$ cat src/rtl/fifo_param_if.sv
// Producer/consumer bundle for fifo_param: strobes, data, status flags and occupancy.
interface fifo_param_if #(
   parameter int unsigned RW = 8,
   parameter int unsigned AB = 5
);
   logic          clr;
   logic          ws;
   logic          rs;
   logic [RW-1:0] in;
   logic [RW-1:0] o;
   logic          fs;
   logic          es;
   logic          afs;
   logic          aes;
   logic          of;
   logic          uf;
   logic [AB:0]   cnt;

   modport master (
      output clr, ws, rs, in,
      input  o, fs, es, afs, aes, of, uf, cnt
   );

   modport slave (
      input  clr, ws, rs, in,
      output o, fs, es, afs, aes, of, uf, cnt
   );
endinterface

$ cat src/rtl/fifo_param.sv
// Parametrised single-clock FIFO with occupancy count, flush, almost-full/empty
// thresholds and selectable registered or first-word-fall-through read port.
module fifo_param #(
   parameter int unsigned RW    = 8,
   parameter int unsigned AB    = 5,
   parameter int unsigned AF_TH = 28,
   parameter int unsigned AE_TH = 4,
   parameter int unsigned FWFT  = 0
) (
   input logic         c,
   input logic         re,
   fifo_param_if.slave bus
);
   localparam int unsigned DEPTH   = 2 ** AB;
   localparam logic [AB:0] DEPTH_W = (AB + 1)'(DEPTH);
   localparam logic [AB:0] AF_W    = (AB + 1)'(AF_TH);
   localparam logic [AB:0] AE_W    = (AB + 1)'(AE_TH);
   localparam logic [AB:0] ONE     = {{AB{1'b0}}, 1'b1};

   logic [RW-1:0] mem_q [DEPTH];
   logic [AB:0]   wp_q, wp_d;
   logic [AB:0]   rp_q, rp_d;
   logic [AB:0]   cnt_q, cnt_d;
   logic [RW-1:0] o_q, o_d;
   logic          of_q, of_d;
   logic          uf_q, uf_d;
   logic          fs, es, wa, ra, wr_en;
   logic [RW-1:0] head;

   // Status flags decoded from the registered occupancy count.
   always_comb begin
      es   = (cnt_q == '0);
      fs   = (cnt_q == DEPTH_W);
      head = mem_q[rp_q[AB-1:0]];
   end

   // Accept decisions and next-state for pointers, count, output and pulses.
   // A write at full is still taken when a read frees a slot on the same edge.
   always_comb begin
      wa    = bus.ws & (~fs | (bus.rs & ~es));
      ra    = bus.rs & ~es;
      wr_en = 1'b0;
      wp_d  = wp_q;
      rp_d  = rp_q;
      cnt_d = cnt_q;
      o_d   = o_q;
      of_d  = 1'b0;
      uf_d  = 1'b0;
      if (bus.clr) begin
         wp_d  = '0;
         rp_d  = '0;
         cnt_d = '0;
      end else begin
         wr_en = wa;
         if (wa) wp_d = wp_q + ONE;
         if (ra) rp_d = rp_q + ONE;
         case ({wa, ra})
            2'b10:   cnt_d = cnt_q + ONE;
            2'b01:   cnt_d = cnt_q - ONE;
            default: cnt_d = cnt_q;
         endcase
         of_d = bus.ws & ~wa;
         uf_d = bus.rs & es;
         if ((FWFT == 0) && ra) o_d = head;
      end
   end

   // Storage array; contents are not reset.
   always_ff @(posedge c) begin
      if (wr_en) mem_q[wp_q[AB-1:0]] <= bus.in;
   end

   // Control state registers with asynchronous reset.
   always_ff @(posedge c or posedge re) begin
      if (re) begin
         wp_q  <= '0;
         rp_q  <= '0;
         cnt_q <= '0;
         o_q   <= '0;
         of_q  <= 1'b0;
         uf_q  <= 1'b0;
      end else begin
         wp_q  <= wp_d;
         rp_q  <= rp_d;
         cnt_q <= cnt_d;
         o_q   <= o_d;
         of_q  <= of_d;
         uf_q  <= uf_d;
      end
   end

   // Output drive; in fall-through mode the head word is shown straight from memory.
   always_comb begin
      bus.o   = (FWFT != 0) ? (es ? '0 : head) : o_q;
      bus.fs  = fs;
      bus.es  = es;
      bus.afs = (cnt_q >= AF_W);
      bus.aes = (cnt_q <= AE_W);
      bus.of  = of_q;
      bus.uf  = uf_q;
      bus.cnt = cnt_q;
   end
endmodule

$ cat src/flat_wrapper.sv
// flat-port wrapper written by rule: the top's interface ports become plain ports
module fifo_param_flat 
#(
   parameter int unsigned RW    = 8,
   parameter int unsigned AB    = 5,
   parameter int unsigned AF_TH = 28,
   parameter int unsigned AE_TH = 4,
   parameter int unsigned FWFT  = 0
)
  (c, re, bus_clr, bus_ws, bus_rs, bus_in, bus_o, bus_fs, bus_es, bus_afs, bus_aes, bus_of, bus_uf, bus_cnt);
  fifo_param_if #(.RW(RW), .AB(AB)) bus_i ();
  input logic c;
  input logic re;
  input wire logic [$bits(bus_i.clr)-1:0] bus_clr;
  input wire logic [$bits(bus_i.ws)-1:0] bus_ws;
  input wire logic [$bits(bus_i.rs)-1:0] bus_rs;
  input wire logic [$bits(bus_i.in)-1:0] bus_in;
  output wire logic [$bits(bus_i.o)-1:0] bus_o;
  output wire logic [$bits(bus_i.fs)-1:0] bus_fs;
  output wire logic [$bits(bus_i.es)-1:0] bus_es;
  output wire logic [$bits(bus_i.afs)-1:0] bus_afs;
  output wire logic [$bits(bus_i.aes)-1:0] bus_aes;
  output wire logic [$bits(bus_i.of)-1:0] bus_of;
  output wire logic [$bits(bus_i.uf)-1:0] bus_uf;
  output wire logic [$bits(bus_i.cnt)-1:0] bus_cnt;
  assign bus_i.clr = bus_clr;
  assign bus_i.ws = bus_ws;
  assign bus_i.rs = bus_rs;
  assign bus_i.in = bus_in;
  assign bus_o = bus_i.o;
  assign bus_fs = bus_i.fs;
  assign bus_es = bus_i.es;
  assign bus_afs = bus_i.afs;
  assign bus_aes = bus_i.aes;
  assign bus_of = bus_i.of;
  assign bus_uf = bus_i.uf;
  assign bus_cnt = bus_i.cnt;
  fifo_param #(.RW(RW), .AB(AB), .AF_TH(AF_TH), .AE_TH(AE_TH), .FWFT(FWFT)) u_core (.c(c), .re(re), .bus(bus_i));
endmodule
$ cat config.mk
export PLATFORM = sky130hd
export DESIGN_NAME = fifo_param_flat
export DESIGN_NICKNAME = d
export VERILOG_FILES = /design/src/rtl/fifo_param_if.sv /design/src/rtl/fifo_param.sv /design/src/flat_wrapper.sv
export SDC_FILE = /design/constraint.sdc
export NUM_CORES = 1
export LEC_CHECK = 0
export CORE_ASPECT_RATIO = 0.75
export CORE_MARGIN = 2
export CORE_UTILIZATION = 55
export CTS_BUF_LIST = sky130_fd_sc_hd__clkbuf_8
export DETAILED_ROUTE_END_ITERATION = 6
export PLACE_DENSITY_LB_ADDON = 0.12
export SLEW_MARGIN = 20
export SYNTH_ARGS = -nofsm -noshare
export SYNTH_HDL_FRONTEND = slang
export SYNTH_SLANG_ARGS = --single-unit
$ cat constraint.sdc
create_clock -name c -period 3.75 [get_ports c]
set_input_delay 0.9375 -clock c [delete_from_list [all_inputs] [get_ports c]]
set_output_delay 0.9375 -clock c [all_outputs]
set_load 0.005 [all_outputs]
==> metrics.csv, run 1 <==
stage,metric,value,unit
timing,Fmax,0.286,GHz
power_and_ir_drop,leakage,4.36,nW
timing,final hold vios,0,
timing,relative slew slack,35.1,%
floorplanning,die extent in x,170,um
floorplanning,site row count,45,
power_and_ir_drop,PwrDens,567,mW/mm^2
synthesis,Yosys Warn Count,0,
synthesis,post-synthesis sequential area ratio,73.5,%
cts,Num CTS Buffers,43,
global_route,largest net degree at the start of global routing,41,
synthesis,Post-synth top cells,"edfxtp_1 (256), mux2i_1 (64), nor2_1 (48)",
synthesis,distinct cell type count after synthesis,53,
floorplanning,Die ar.,0.0218,sq mm
critical_path,WP data required,2.81,ns
critical_path,Worst setup EP type,output pin,
synthesis,Synth Instances,639,
timing,setup TNS,0,ns
cts,H-tree depth,2,
cts,Clock Sinks,282,
timing,fin crit share,93.4,%
power_and_ir_drop,sequential power share,50.2,%
power_and_ir_drop,clock share of power,31.3,%
placed_design,dpl cells,946,
cells_and_area,nets,756,
power_and_ir_drop,Comb pwr share,18.5,%
cells_and_area,Non-Filler Instances,1024,
critical_path,WS Path Type,reg2out,
power_and_ir_drop,sw power,1.93,mW
route,final antenna-violating net count,0,
cts,CTS tree,built,
route,TritonRoute pass-1 iters,6,
critical_path,peak fanout along the critical path,8,
critical_path,CP arrival,2.56,ns
critical_path,max incr delay on CP,0.67,ns
route,DR WL/cell,23.2,um
power_and_ir_drop,Sw Share,26.2,%
synthesis,Avg Inst Size Synth,17.8,sq um
critical_path,sum of buffers and inverters on the critical path,1,
critical_path,crit path cell chain,"or4_1, nor3_1, clkdlybuf4s50_1",
status,outcome,"complete, no violations",
global_route,grt total ovfl,0,
route,DRC violation count after routing,0,
cells_and_area,Area Overhead vs Synth,15.0,%
timing,pins over their slew limit,0,
route,DR vias,6103,
synthesis,Post-synth EDFFs,256,
critical_path,crit-path leading delay family,simple AND/OR/NAND/NOR gates,
timing,Tmin final,3.50,ns
placed_design,dpl hpwl,15.1,mm
synthesis,asr flop ratio synth,9.22,%
cts,clk_lat worst skew,0.54,ns
global_route,initial antenna violation count,0,
route,drt total wl,23.8,mm
timing,Worst-Margin Slew,0.966,ns
placed_design,placed cell area,0.0122,sq mm
power_and_ir_drop,Int Pwr,5.46,mW
cts,hold_buf cts,0,
cells_and_area,"Design Area, Final",0.0130,sq mm
synthesis,Synth area leader,edfxtp_1,
floorplanning,Starting Density,56.1,%
floorplanning,I/O Pins,33,
placed_design,GP Congestion,0.793,
cells_and_area,share of layout cells above drive strength 1,20.5,%
global_route,vias in the first global route,6072,
cells_and_area,Layout Utilization,64.5,%
cts,Worst-path clk slew,0.06,ns
route,DR iter-0 viols,549,
critical_path,crit path max-delay cell type,or4_1,
global_route,first-pass GRT wire length,36.1,mm
timing,Final Skew,0.0152,ns
floorplanning,core box area,0.0202,sq mm
power_and_ir_drop,Max rail drop VDD,360,uV
timing,Setup Viol. Count Final,0,
worst_hold_path,Worst Hold Class,reg2reg,
cts,Longest Clk Path Bufs,3,
synthesis,Main synth FF type,edfxtp_1,
synthesis,"count leader, synth",edfxtp_1,
timing,RSZ-0062 raised after global routing,false,
floorplanning,Die Height,128,um
placed_design,number of I/O port buffers,32,
route,DR vias/cell,5.96,
synthesis,Yosys reg bits,282,
cts,Setup Buffers After CTS,0,
cells_and_area,# diodes,0,
critical_path,Critical Path Start Type,register,
synthesis,"top cells by area, synth","edfxtp_1 (68%), mux4_2 (6.7%), dfrtp_1 (5.7%)",
synthesis,syn_nets,662,
cts,CTS resizes,0,
run,Max Cap Viol,0,
global_route,all-layer global routing usage,22.8,%
cts,Root Driver,clkbuf_8,
synthesis,synthesized cell area,0.0113,sq mm
synthesis,share of the synthesized area in the top cell type,67.7,%
==> cell families (layout without fill, tap and decap cells) <==
family / after synthesis / in the layout / share of synthesized area (%)
XOR/XNOR: 7 / 7 / 0.540
buffers and inverters: 38 / 165 / 1.46
multiplexers: 103 / 103 / 13.1
AND/OR/NAND/NOR: 122 / 122 / 5.28
AO/OA/AOI/OAI: 77 / 77 / 5.02
flip-flops: 282 / 282 / 73.5
adder cells (fa/ha/maj): 10 / 10 / 1.17
==> cells in the final DEF (no fill, tap or decap), types with 2 or more instances in the layout <==
| master | count |
|---|---|
| nand2b_1 | 2 |
| nor4b_1 | 2 |
| ha_1 | 9 |
| mux2_4 | 5 |
| mux4_2 | 34 |
| clkinv_1 | 3 |
| clkdlybuf4s50_1 | 32 |
| or2_2 | 3 |
| inv_1 | 27 |
| o41ai_1 | 8 |
| edfxtp_1 | 256 |
| nand3b_1 | 3 |
| nand4_1 | 7 |
| nand3_1 | 7 |
| nand2_1 | 23 |
| a21oi_1 | 8 |
| nor3_1 | 7 |
| clkinv_2 | 3 |
| nor3b_1 | 3 |
| or3_1 | 4 |
| xnor2_1 | 4 |
| clkbuf_8 | 47 |
| or3b_2 | 2 |
| dfrtp_1 | 25 |
| buf_4 | 48 |
| nor2_1 | 48 |
| o21ai_0 | 5 |
| o22ai_1 | 14 |
| mux2i_1 | 64 |
| a211oi_1 | 2 |
| a22oi_1 | 28 |
| xor2_1 | 3 |
| nor2b_1 | 3 |
==> cell type report <==
cell class | instances | area (sq um)
Fill cell | 1424 | 7170
Tap cell | 258 | 323
Inverter | 6 | 22.5
Timing Repair Buffer | 81 | 701
Multi-Input combinational cell | 319 | 2860
Sequential cell | 282 | 8340
Clock inverter | 31 | 155
Clock buffer | 47 | 647
==> power groups by stage <==
stage	Sequential [mW]	Combinational [mW]	Clock, mW
after detailed placement	3.77	1.36	0
final	3.71	1.37	2.32
after global placement	3.77	1.33	0
after floorplan	3.67	0.937	0
after global routing	3.73	1.48	2.52
after CTS	3.71	1.37	2.38
==> worst paths after layout <==
check | start | end | slack, ns | depth (start not counted)
max reg2reg | u_core.bus.cnt[0] | u_core.bus.cnt[5] | 0.46 | 9
min | u_core.bus.o[4] | u_core.bus.o[4] | 0.49 | 2
min in group asynchronous | re | u_core.bus.cnt[4] | 0.79 | 2
max in group asynchronous | re | u_core.rp_q[1] | 2.52 | 2
min reg2reg | u_core.bus.o[4] | u_core.bus.o[4] | 0.49 | 2
max | u_core.bus.cnt[0] | bus_fs | 0.25 | 3
==> layer usage <==
layer  global-route usage, %  vias up  part of all wire, %
met3                    4.74       23                  6.5
li1                        -     2753                    -
met4                    6.64        0                  1.6
met1                    35.2     3137                   47
met2                    33.5      190                   45
met5                       0        -                    0
==> worst register-to-register path, cell delays in order (launching register included) <==
cell and delay (ns):
dfrtp_1 0.49, or4_1 0.67, o31ai_4 0.44, nor2_2 0.16, ha_1 0.34, a211o_2 0.31
a211o_1 0.27, a21oi_1 0.17, mux2i_1 0.20, a31oi_1 0.10
==> through the flow <==
| stage | hold WS [ns] | power, mW | setup slack (ns) |
|---|---|---|---|
| 2_1_floorplan | 0.467 | 4.60 | 0.787 |
| 5_1_grt | 0.522 | 7.73 | 0.0782 |
| 3_5_place_dp | 0.473 | 5.14 | 0.236 |
| 3_3_place_gp | 0.470 | 5.10 | 0.312 |
| 4_1_cts | 0.490 | 7.47 | 0.223 |
| 6_report | 0.492 | 7.40 | 0.249 |
==> registers in the layout, indices dropped and copies added, names as in the netlist <==
name            cells
u_core.wp_q         5
u_core.bus.of       1
u_core.bus.o        8
u_core.bus.cnt      6
u_core.mem_q      256
u_core.rp_q         5
u_core.bus.uf       1
No activity file was read; power rests on OpenSTA's default activity.
==> inputs of run 2 (changes only) <==
- CORE_UTILIZATION: 55 -> 23
==> run 2 against run 1 <==
  * Worst hold slack improved by 0.0077 ns
  * Fmax shrank 0.24%
  * Largest cell class unchanged
  * Largest power group unchanged
  * Sequential share of layout area fell by 2.8 points
  * Final area rose by 4.5%
  * Combinational power barely moved
  * First-iteration DRC count down 6.4%
  * Critical path type unchanged
==> metrics.csv, run 2 (synthesis results as in run 1) <==
stage,metric,value,unit,change
cells_and_area,Layout Utilization,28.0,%,-37 points
timing,setup TNS,0,ns,unchanged
power_and_ir_drop,Max rail drop VDD,249,uV,-31%
floorplanning,Die ar.,0.0511,sq mm,+130%
cts,Num CTS Buffers,47,,+9.3%
timing,final hold vios,0,,unchanged
route,DR vias/cell,4.30,,-28%
run,Max Cap Viol,0,,unchanged
critical_path,peak fanout along the critical path,8,,unchanged
placed_design,dpl hpwl,18.8,mm,+24%
cts,CTS resizes,0,,unchanged
global_route,initial antenna violation count,1,,+1
timing,relative slew slack,39.0,%,+3.9 points
cts,hold_buf cts,0,,unchanged
global_route,vias in the first global route,6403,,+5.5%
worst_hold_path,HP Start,u_core.bus.o[1],,
global_route,first-pass GRT wire length,43.3,mm,+20%
cts,CTS tree,built,,
critical_path,RR Endpoint,u_core.bus.cnt[5],,
floorplanning,I/O Pins,33,,unchanged
worst_hold_path,Worst Hold Class,reg2reg,,
cts,clk_lat worst skew,0.57,ns,+0.03 ns
cts,Worst-path clk slew,0.06,ns,about the same
critical_path,Worst setup EP type,output pin,,
timing,Tmin final,3.51,ns,+0.00837 ns
timing,pins over their slew limit,0,,unchanged
cells_and_area,"commonest non-fill, non-tap cell in the layout",edfxtp_1,,
global_route,largest net degree at the start of global routing,33,,-20%
route,DR vias,6121,,+0.29%
cts,Setup Buffers After CTS,0,,unchanged
floorplanning,Starting Density,23.3,%,-33 points
critical_path,FF-to-FF setup slack,0.56,ns,+0.10 ns
power_and_ir_drop,leakage,4.41,nW,+1.3%
route,TritonRoute pass-1 iters,5,,-1
cells_and_area,Area Overhead vs Synth,20.1,%,
cells_and_area,most frequent cells in the layout,"edfxtp_1 (256), mux2i_1 (64), buf_4 (51)",,
floorplanning,site row count,70,,+56%
route,met3 WL,1.34,mm,-14%
timing,Setup Viol. Count Final,0,,unchanged
cells_and_area,share of layout cells above drive strength 1,20.5,%,about the same
cells_and_area,max FFs per register,256,,unchanged
route,DR iter-0 viols,514,,-6.4%
timing,fin crit share,93.6,%,+0.22 points
critical_path,WP data required,2.81,ns,about the same
timing,fin worst setup slack,0.240,ns,-0.00837 ns
cts,Clock Sinks,282,,unchanged
cells_and_area,multi-input logic area,0.00286,sq mm,about the same
route,met2 WL,12.7,mm,+19%
global_route,grt total ovfl,0,,unchanged
route,drt total wl,29.5,mm,+24%
cts,Root Driver,clkbuf_8,,
route,DR WL/cell,20.7,um,-11%
global_route,all-layer global routing usage,11.7,%,-11 points
floorplanning,die extent in x,260,um,+53%
route,final antenna-violating net count,0,,unchanged
cts,H-tree depth,2,,unchanged
route,Top Metal Used,met4,,
cells_and_area,FF+latch area,0.00834,sq mm,unchanged
route,DRC violation count after routing,0,,unchanged
floorplanning,core box area,0.0487,sq mm,+140%
critical_path,FF-to-FF path depth,9,,unchanged
cells_and_area,fillers,4941,,+250%
worst_hold_path,Worst Hold Path Cells,2,,unchanged
timing,RSZ-0062 raised after global routing,false,,
cells_and_area,nets,763,,+0.93%
cts,Longest Clk Path Bufs,3,,unchanged
timing,Fmax,0.285,GHz,-0.24%
placed_design,GP Congestion,0.760,,-4.3%
timing,Worst-Margin Slew,0.915,ns,-0.0512 ns
power_and_ir_drop,PwrDens,565,mW/mm^2,-0.40%
placed_design,pre-CTS WS,0.247,ns,+0.0108 ns
worst_hold_path,Hold Path End,u_core.bus.o[1],,
critical_path,WS Path Type,reg2out,,
critical_path,CP arrival,2.57,ns,about the same
critical_path,worst flop-to-flop path startpoint,u_core.bus.cnt[0],,
status,outcome,"complete, no violations",,
cells_and_area,# diodes,0,,unchanged
floorplanning,Die Height,196,um,+53%
timing,Final Skew,0.0334,ns,+0.0182 ns
route,Post-Route M1 WL,14.9,mm,+33%
critical_path,Critical Path Start Type,register,,
placed_design,number of I/O port buffers,32,,unchanged
run 2: stage by stage:
stage          cell area [sq um]  total power, mW  hold WS (ns)  instances
6_report                   13600             7.70         0.500       1423
2_1_floorplan              11300             4.60         0.467        639
3_3_place_gp               12700             5.18         0.493       1339
4_1_cts                    13600             7.85         0.507       1423
3_5_place_dp               12700             5.19         0.495       1339
5_1_grt                    13600             8.10         0.537       1423
run 2: worst max-delay path: stages, from the launching register on:
cell,delay [ns]
dfrtp_1,0.48
or4_1,0.67
nor3_1,0.31
clkdlybuf4s50_1,0.57
run 2: area by class of cell:
type,count,area share [%]
Clock buffer,48,4.85
Multi-Input combinational cell,319,20.9
Tap cell,648,5.95
Sequential cell,282,61.2
Clock inverter,36,1.61
Inverter,6,0.165
Timing Repair Buffer,84,5.30
run 2: worst max-delay path by stage:
stage | startpoint | end | slack, ns | cells past startpoint
2_1_floorplan | u_core.bus.cnt[0] | u_core.bus.cnt[5] | 0.79 | 10
3_3_place_gp | bus_rs | u_core.bus.cnt[5] | 0.27 | 9
3_5_place_dp | bus_rs | u_core.bus.cnt[5] | 0.25 | 9
4_1_cts | u_core.bus.cnt[0] | bus_fs | 0.17 | 3
5_1_grt | u_core.bus.cnt[0] | bus_fs | 0.11 | 3
6_report | u_core.bus.cnt[0] | bus_fs | 0.24 | 3
run 2: layer usage:
metal  vias up  GRT usage (%)
li1       2769              -
met1      3147           17.6
met2       157           17.1
met3        48           2.42
met4         0           3.13
met5         -              0
run 2: power breakdown:
| part | total [mW] | internal [mW] | switching, mW |
|---|---|---|---|
| Clock | 2.60 | 1.39 | 1.21 |
| Combinational | 1.38 | 0.717 | 0.663 |
| Sequential | 3.72 | 3.53 | 0.194 |
==> inputs of run 3 (changes only) <==
- GPL_TIMING_DRIVEN: not set -> 1
==> results of run 3 <==
The final DEF is identical to that of run 2; final timing and power are the same.
==> RTL change 1 (config.mk and constraints of run 1) <==
`FWFT` is set to 0 in 2 places; all go to 1.
--- a/src/rtl/fifo_param.sv
+++ b/src/rtl/fifo_param.sv
@@ -5,7 +5,7 @@
    parameter int unsigned AB    = 5,
    parameter int unsigned AF_TH = 28,
    parameter int unsigned AE_TH = 4,
-   parameter int unsigned FWFT  = 0
+   parameter int unsigned FWFT  = 1
 ) (
    input logic         c,
    input logic         re,
--- a/src/flat_wrapper.sv
+++ b/src/flat_wrapper.sv
@@ -5,7 +5,7 @@
    parameter int unsigned AB    = 5,
    parameter int unsigned AF_TH = 28,
    parameter int unsigned AE_TH = 4,
-   parameter int unsigned FWFT  = 0
+   parameter int unsigned FWFT  = 1
 )
   (c, re, bus_clr, bus_ws, bus_rs, bus_in, bus_o, bus_fs, bus_es, bus_afs, bus_aes, bus_of, bus_uf, bus_cnt);
   fifo_param_if #(.RW(RW), .AB(AB)) bus_i ();
Behaviour: not the same (Yosys sat finds a counterexample within 4 cycles, from zero or initial values).
==> RTL change 1 against run 1 <==
Sequential cell count shrank 8. Design area is 1.6% higher. Setup slack got worse by 0.18 ns. Sequential power down 5.7%. Count of clock-buffer cells in the layout is 2 lower. Synthesized area shrank 2.0%. Critical path depth grew 5. Routed wire length grew 2.1%. Total power up 4.0%. Critical endpoint is now bus_o[1].
==> RTL change 1: results (changes against run 1) <==
Share of post-route cells with drive strength above 1: 29.0% (was 20.5%). The run gives 15.2 mm (was 15.1 mm) as the detailed placement HPWL. The slew at the pin closest to its max-slew limit is 1.12 ns (was 0.966 ns), and the largest stage delay on the critical path is 0.53 ns (was 0.67 ns).

The static leakage power is 4.40 nW (was 4.36 nW), and the number of global-route vias before repair is 6071 (was 6072). The async set or reset register ratio after synthesis works out to 6.57% (was 9.22%). Count of fill cells added during filler insertion: 1372 (was 1424).

The maximum number of pins on one net before global-route repair is 33 (was 41), and the clock-pin slew reported for the worst setup and hold paths after clock tree synthesis is 0.06 ns (about the same). The worst-case hold slack was 0.641 ns (was 0.492 ns); the number of cells traversed by the worst register-to-register path was 8 (was 9). The category of cells accounting for the largest share of critical-path delay is buffers and inverters (was simple AND/OR/NAND/NOR gates). The number of vias in the routed layout was 6027 (was 6103); the synthesized net count was 618 (was 662). The slowest cell on the critical path was sky130_fd_sc_hd__dfrtp_4 (was sky130_fd_sc_hd__or4_1).

The average routed wire per standard cell was 24.3 µm (was 23.2 µm); the setup slack after placement was -0.200 ns (was 0.236 ns). The flop-to-flop setup slack was 0.37 ns (was 0.46 ns). The logs give 23.6% (was 22.8%) for the global router's overall resource usage and 732 (was 756) for the net total in the final layout.

Ranking of synthesized cells by area: sky130_fd_sc_hd__edfxtp_1, sky130_fd_sc_hd__mux4_2, sky130_fd_sc_hd__dfrtp_1 (unchanged). The tools report the number of distinct library cell variants in the gate-level netlist after synthesis as 50 (was 53). Count of routing violations after the opening detailed-route iteration: 568 (was 549). For the number of detailed-routing iterations run before antenna repair, the log shows 5 (was 6). The origin of the worst min-delay path was u_core.wp_q[1]$_DFFE_PP0P_ (was u_core.bus.o[4]$_DFFE_PP0P_). Synth cell count leaders: sky130_fd_sc_hd__edfxtp_1, sky130_fd_sc_hd__mux4_2, sky130_fd_sc_hd__nor2_1, sky130_fd_sc_hd__mux2i_1 (was sky130_fd_sc_hd__edfxtp_1, sky130_fd_sc_hd__mux2i_1, sky130_fd_sc_hd__nor2_1, sky130_fd_sc_hd__mux4_2, sky130_fd_sc_hd__a22oi_1).

The flow ran to the end, and the final reports show no timing, DRC or antenna violations. The global-route wire length before repair is 37.0 mm (was 36.1 mm), and the largest vdd supply drop is 295 µV (was 360 µV). Fraction of the yosys area taken by sequential cells: 73.2% (was 73.5%).
RTL change 1: cell types whose count changed in the layout (fill, tap and decap cells not counted), sizes merged, moves of 8 or more:
cell	change
mux2i	-30
nand2	-12
mux4	+15
a22oi	-28
inv	-9
a211oi	+9
buf	+24
clkdlybuf4s50	-10
dfrtp	-8
a22o	+14
RTL change 1: area by class of cell:
type | instances | area share [%]
diodes | 1 | 0.0189
clock buffers | 45 | 4.67
clock inverters | 28 | 1.22
inverters | 7 | 0.198
multi-input cells | 281 | 22.9
flip-flops and latches | 274 | 61.5
well taps | 258 | 2.44
repair buffers | 103 | 7.11
RTL change 1: power by group through the flow:
stage          clock [W]  sequential, W  combinational [W]
4_1_cts          0.00236        0.00350            0.00187
6_report         0.00231        0.00350            0.00188
3_5_place_dp           0        0.00360            0.00163
5_1_grt          0.00250        0.00351            0.00201
3_3_place_gp           0        0.00359            0.00160
2_1_floorplan          0        0.00351            0.00105
RTL change 1: kinds of logic (layout without fill, tap and decap cells):
family          Yosys count  count (layout)  share of synthesized area, %
compound gates           77              77                          5.56
xor+xnor                  6               6                         0.473
flops                   274             274                          73.2
other cells               0               1                             0
simple gates            100             100                          4.46
fa+ha+maj                10              10                          1.19
mux                      88              88                          13.5
buf+inv                  40             183                          1.67
RTL change 1: repair_timing:
item,CTS,global route
setup buffers,10,0
pin swaps,10,2
setup endpoints to repair,8,4
resized for setup,58,5
RTL change 1: stage by stage:
stage	instance area [µm²]	util, %
6_report	13300	66.1
5_1_grt	13300	66.1
4_1_cts	13200	66.0
3_5_place_dp	12100	60.5
3_3_place_gp	12100	60.5
2_1_floorplan	11100	-
RTL change 1: tightest hold or removal path, cell delays in order, from the launching register on:
cell and delay [ns]:
sky130_fd_sc_hd__dfrtp_1 0.42, sky130_fd_sc_hd__mux2i_1 0.10, sky130_fd_sc_hd__nor2_1 0.08
RTL change 1: how the worst max path moves through the flow:
stage	start	cells past startpoint	slack [ns]	end
4_1_cts	u_core.rp_q[0]$_DFFE_PP0P_	7	0.005	bus_o[7]
2_1_floorplan	bus_rs	8	0.72	u_core.bus.cnt[5]$_DFFE_PP0P_
3_5_place_dp	u_core.rp_q[0]$_DFFE_PP0P_	8	-0.20	bus_o[2]
5_1_grt	u_core.rp_q[0]$_DFFE_PP0P_	7	-0.008	bus_o[7]
6_report	u_core.rp_q[0]$_DFFE_PP0P_	8	0.06	bus_o[1]
3_3_place_gp	u_core.rp_q[0]$_DFFE_PP0P_	6	-0.09	bus_o[2]
RTL change 1: metal layers:
metal	up-vias	part of all wire (%)	track usage (%)
met4	0	1.2	5.68
met1	3145	48	37.1
met3	31	5.4	4.09
met5	-	0	0
li1	2668	-	-
met2	183	46	35.1
